<file path="src/rtl/bp_table_ctrl.sv">
// Pattern-history-table controller: 2^IDX_W two-bit counters, one table access per
// cycle shared between fetch lookups and FIFO-buffered resolved-branch updates.
// Define GSHARE_EN to hash the index with a global history register.
module bp_table_ctrl #(
    parameter int IDX_W      = 6,
    parameter int FIFO_DEPTH = 4
) (
    input  logic             clk,
    input  logic             rst,
    input  logic             req_valid,
    output logic             req_ready,
    input  logic [IDX_W-1:0] req_pc,
    output logic             pred_valid,
    output logic             pred_taken,
    input  logic             upd_valid,
    output logic             upd_ready,
    input  logic [IDX_W-1:0] upd_pc,
    input  logic             upd_taken,
    output logic             busy
);

    localparam int PTR_W = (FIFO_DEPTH > 1) ? $clog2(FIFO_DEPTH) : 1;
    localparam int CNT_W = PTR_W + 1;
    localparam int TBL_N = 1 << IDX_W;

    typedef enum logic [1:0] {GNT_IDLE, GNT_LOOKUP, GNT_DRAIN} grant_e;

    logic [1:0]       table_q [TBL_N];
    logic [IDX_W-1:0] fifo_pc_q [FIFO_DEPTH];
    logic             fifo_taken_q [FIFO_DEPTH];

    logic [PTR_W-1:0] wr_ptr_q, wr_ptr_d;
    logic [PTR_W-1:0] rd_ptr_q, rd_ptr_d;
    logic [CNT_W-1:0] count_q, count_d;
    logic             pred_valid_q, pred_valid_d;
    logic             pred_taken_q, pred_taken_d;

    grant_e           grant;
    logic             full, empty, push, pop;
    logic [IDX_W-1:0] head_pc, lookup_idx, drain_idx;
    logic             head_taken;
    logic [1:0]       drain_cur, drain_new;

    assign full       = (count_q == CNT_W'(FIFO_DEPTH));
    assign empty      = (count_q == '0);
    assign head_pc    = fifo_pc_q[rd_ptr_q];
    assign head_taken = fifo_taken_q[rd_ptr_q];

`ifdef GSHARE_EN
    logic [IDX_W-1:0] ghr_q, ghr_d;

    assign lookup_idx = req_pc ^ ghr_q;
    assign drain_idx  = head_pc ^ ghr_q;
    assign ghr_d      = pop ? {ghr_q[IDX_W-2:0], head_taken} : ghr_q;

    always_ff @(posedge clk or posedge rst) begin
        if (rst) ghr_q <= '0;
        else     ghr_q <= ghr_d;
    end
`else
    assign lookup_idx = req_pc;
    assign drain_idx  = head_pc;
`endif

    // A full FIFO wins over lookups so updates cannot starve behind continuous fetch.
    always_comb begin
        // NOTE: every always_comb output gets a default first so no path infers a latch.
        grant = GNT_IDLE;
        if (full)           grant = GNT_DRAIN;
        else if (req_valid) grant = GNT_LOOKUP;
        else if (!empty)    grant = GNT_DRAIN;
    end

    assign push = upd_valid && !full;
    assign pop  = (grant == GNT_DRAIN);

    always_comb begin
        wr_ptr_d     = push ? wr_ptr_q + PTR_W'(1) : wr_ptr_q;
        rd_ptr_d     = pop  ? rd_ptr_q + PTR_W'(1) : rd_ptr_q;
        count_d      = count_q;
        case ({push, pop})
            2'b10:   count_d = count_q + CNT_W'(1);
            2'b01:   count_d = count_q - CNT_W'(1);
            default: count_d = count_q;
        endcase
        pred_valid_d = (grant == GNT_LOOKUP);
        pred_taken_d = (grant == GNT_LOOKUP) ? table_q[lookup_idx][1] : pred_taken_q;
    end

    always_comb begin
        drain_cur = table_q[drain_idx];
        drain_new = drain_cur;
        if (head_taken && drain_cur != 2'b11)      drain_new = drain_cur + 2'b01;
        else if (!head_taken && drain_cur != 2'b00) drain_new = drain_cur - 2'b01;
    end

    always_ff @(posedge clk or posedge rst) begin
        if (rst) begin
            // NOTE: the counter table is reset because its contents are architectural
            // (strongly taken); the FIFO payload below is not, since count_q alone
            // decides which entries are live.
            for (int i = 0; i < TBL_N; i++) table_q[i] <= 2'b11;
            wr_ptr_q     <= '0;
            rd_ptr_q     <= '0;
            count_q      <= '0;
            pred_valid_q <= 1'b0;
            pred_taken_q <= 1'b0;
        end else begin
            // NOTE: non-blocking assignments keep all flops updating from pre-edge values.
            if (pop) table_q[drain_idx] <= drain_new;
            wr_ptr_q     <= wr_ptr_d;
            rd_ptr_q     <= rd_ptr_d;
            count_q      <= count_d;
            pred_valid_q <= pred_valid_d;
            pred_taken_q <= pred_taken_d;
        end
    end

    always_ff @(posedge clk) begin
        if (push) begin
            fifo_pc_q[wr_ptr_q]    <= upd_pc;
            fifo_taken_q[wr_ptr_q] <= upd_taken;
        end
    end

    assign req_ready  = !full;
    assign upd_ready  = !full;
    assign busy       = !empty;
    assign pred_valid = pred_valid_q;
    assign pred_taken = pred_taken_q;

endmodule
</file>
<file path="config.mk">
export PLATFORM = sky130hd
export DESIGN_NAME = bp_table_ctrl
export DESIGN_NICKNAME = d
export VERILOG_FILES = /design/src/rtl/bp_table_ctrl.sv
export SDC_FILE = /design/constraint.sdc
export NUM_CORES = 1
export LEC_CHECK = 0
export CORE_MARGIN = 8
export CORE_UTILIZATION = 52
export DETAILED_ROUTE_END_ITERATION = 12
export GPL_TIMING_DRIVEN = 0
export PLACE_DENSITY = 0.69
export SYNTH_ARGS = -nofsm -noshare
export SYNTH_HDL_FRONTEND = slang
export SYNTH_SLANG_ARGS = --single-unit
</file>
<file path="constraint.sdc">
create_clock -name clk -period 10.8 [get_ports clk]
set_input_delay 2.16 -clock clk [delete_from_list [all_inputs] [get_ports clk]]
set_output_delay 2.16 -clock clk [all_outputs]
set_load 0.05 [all_outputs]
</file>
==> results.json <==
{
  "drive_gt1_share_pct": 38.3,
  "fp.dieArea_sq_um": 20700,
  "worst_slew_pin_slew_ns": 1.18,
  "n_fill_cell": 1298,
  "grt_overflow_total": 0,
  "initial_utilization_pct": 52.3,
  "grt_pass1_wl_mm": 35.6,
  "grt_usage_pct": 23.4,
  "post_cts_buffers": 0,
  "cts-root-buf": "clkbuf_16",
  "core-area_sq_um": 16300,
  "drc_errors": 0,
  "synth_top_area_cell": "dfstp_2",
  "htreeDepth": 4,
  "first_pass_iters": 7,
  "grt_max_degree": 75,
  "fp.dieH_microns": 144,
  "worstPathRequired_ns": 11.18,
  "status": "completed",
  "max_freq_mhz": 179,
  "syn_area_per_cell_sq_um": 12.0,
  "period_needed_ns": 5.59,
  "drv_cap": 0,
  "async_reset_ff_share_pct": 83.0,
  "synth.area.top_cells": "dfstp_2, edfxtp_1, mux2_2",
  "yosys_most_used_dff": "dfstp_2",
  "cp_max_fo": 10,
  "critPathCaptureType": "flip-flop",
  "layout_common_cells": "nor2_1, dfstp_2, mux2_2, a21oi_1, mux2i_1",
  "cts.sinks": 165,
  "synth_edf_count": 28,
  "period_share_pct": 51.7,
  "area_growth_pct": 13.2,
  "wl_mm": 23.0,
  "final_common_cell": "nor2_1",
  "final_nets": 775,
  "ys_ff_latch": 165,
  "setup_tns_ns": 0,
  "routedWlPerCell_microns": 23.4,
  "vias_per_cell": 6.16,
  "clkTransAtPathRegs_ns": 0.07,
  "synth_fp_nets": 736,
  "holdBufCountCts": 0,
  "synth_area_sq_um": 8520,
  "cts_resized": 0,
  "die_w_microns": 144,
  "design_area_sq_um": 9650,
  "ant_nets": 0,
  "clock_skew_ns": 0.0105,
  "numPortBuffers": 19,
  "synth_warnings": 0,
  "drv_slew": 0,
  "ys_seq_area_share_pct": 52.0,
  "io_pins": 22,
  "num_antenna_cells": 0,
  "place_congestion": 0.969,
  "hp-class": "reg -> reg",
  "final_hold_viol_count": 0,
  "vias": 6055,
  "start_kind": "flip-flop",
  "clock_latency_ns": 0.44,
  "clock_path_buffers": 2,
  "cts_buffers": 17,
  "cts_tree": "built",
  "drt_iter0_markers": 658,
  "hpwl_mm": 15.8,
  "rows": 47,
  "grt_pass1_vias": 6229,
  "worst-setup-path-type": "reg -> reg",
  "rsz0062_at_grt": "no",
  "syn_inst": 711,
  "synth_top_cell_area_share_pct": 39.5,
  "cp_data_arrival_time_ns": 5.96,
  "setup_viol": 0,
  "max_slew_margin_pct": 19.2,
  "ys_types": 52,
  "antenna_found_initial": 0,
  "place_area_sq_um": 9020
}
-- logic make-up (layout without fill, tap and decap cells) --
group,after synthesis,in the layout,synth area share (%)
AND/OR/NAND/NOR,219,219,11.2
multiplexers,154,154,24.3
buffers and inverters,56,108,3.42
flip-flops,165,165,52.0
AO/OA/AOI/OAI,102,102,7.16
adder cells (fa/ha/maj),8,8,1.26
XOR/XNOR,7,7,0.719
-- final timing paths --
kind	start	to	slack, ns	cells past startpoint
max	rd_ptr_q[0]$_DFFE_PP0P_	table_q[112]$_DFFE_PP1P_	5.21	16
max in group asynchronous	rst	table_q[91]$_DFFE_PP1P_	7.82	3
max reg2reg	rd_ptr_q[0]$_DFFE_PP0P_	table_q[112]$_DFFE_PP1P_	5.21	16
min reg2reg	count_q[2]$_DFFE_PP0P_	count_q[2]$_DFFE_PP0P_	0.48	1
min	count_q[2]$_DFFE_PP0P_	count_q[2]$_DFFE_PP0P_	0.48	1
min in group asynchronous	rst	table_q[55]$_DFFE_PP1P_	2.52	2
-- stage by stage --
stage	setup WS (ns)	utilization (%)	cells	hold WS, ns
3_5_place_dp	5.15	55.4	951	0.481
5_1_grt	5.07	59.2	983	0.523
4_1_cts	5.32	59.2	983	0.494
2_1_floorplan	5.18	-	711	0.456
6_report	5.21	59.2	983	0.485
3_3_place_gp	3.41	55.2	950	0.478
-- area by class of cell --
cell class / instances / area (sq um) / share of cell area (%)
flip-flops and latches: 165 / 4430 / 45.9
well taps: 220 / 275 / 2.85
repair buffers: 20 / 218 / 2.26
inverters: 14 / 57.6 / 0.596
clock inverters: 15 / 203 / 2.10
plain buffers: 42 / 239 / 2.48
multi-input cells: 490 / 3800 / 39.4
clock buffers: 17 / 425 / 4.41
-- per-layer routing --
| layer | share of wire, % | wire (microns) | GRT usage, % |
|---|---|---|---|
| met1 | 41 | 9500 | 29.6 |
| met4 | 2.8 | 650 | 10.1 |
| met3 | 8.3 | 1920 | 6.31 |
| met2 | 47 | 10900 | 37.1 |
| met5 | 0 | 0 | 0 |
-- sequential cells by signal, indices dropped and copies added, names as in the netlist --
name	cells
rd_ptr_q	2
table_q	128
wr_ptr_q	2
count_q	3
fifo_taken_q	4
fifo_pc_q	24
pred_taken	1
pred_valid	1
-- synth_stat cells (all sizes together) (2+ instances only) --
master and count:
mux4 35, xor2 3, a221oi 3, edfxtp 28, o22ai 2, o21bai 2
nor2 149, dfstp 128, and3 7, ha 7, or3 2, o211ai 2
nor4 6, nor2b 5, clkbuf 19, nand2 17, nand3b 2, buf 23
o21ai 6, nor3 6, and2 4, nand3 11, dfrtp 9, a32o 2
nand2b 3, a22oi 2, inv 14, xnor2 4, mux2 73, a21oi 67
a31oi 3, a211oi 6, mux2i 46, a2111o 2, nand4 2
-- critical path: stages (launching register included) --
cell,delay [ns]
dfrtp_1,0.45
mux4_2,0.35
buf_4,0.21
buf_6,0.23
buf_6,0.21
buf_4,0.25
buf_1,0.67
mux2i_1,0.33
nor2_1,0.06
o21ai_0,0.23
nand4_1,0.18
nor4_2,0.36
ha_1,0.24
mux2i_1,0.09
xnor2_1,0.87
clkbuf_1,0.50
mux2_2,0.27
Power is left out: the tool's default activity adds up to more than one toggle a clock period on the data nets, which glitch-free logic cannot reach.
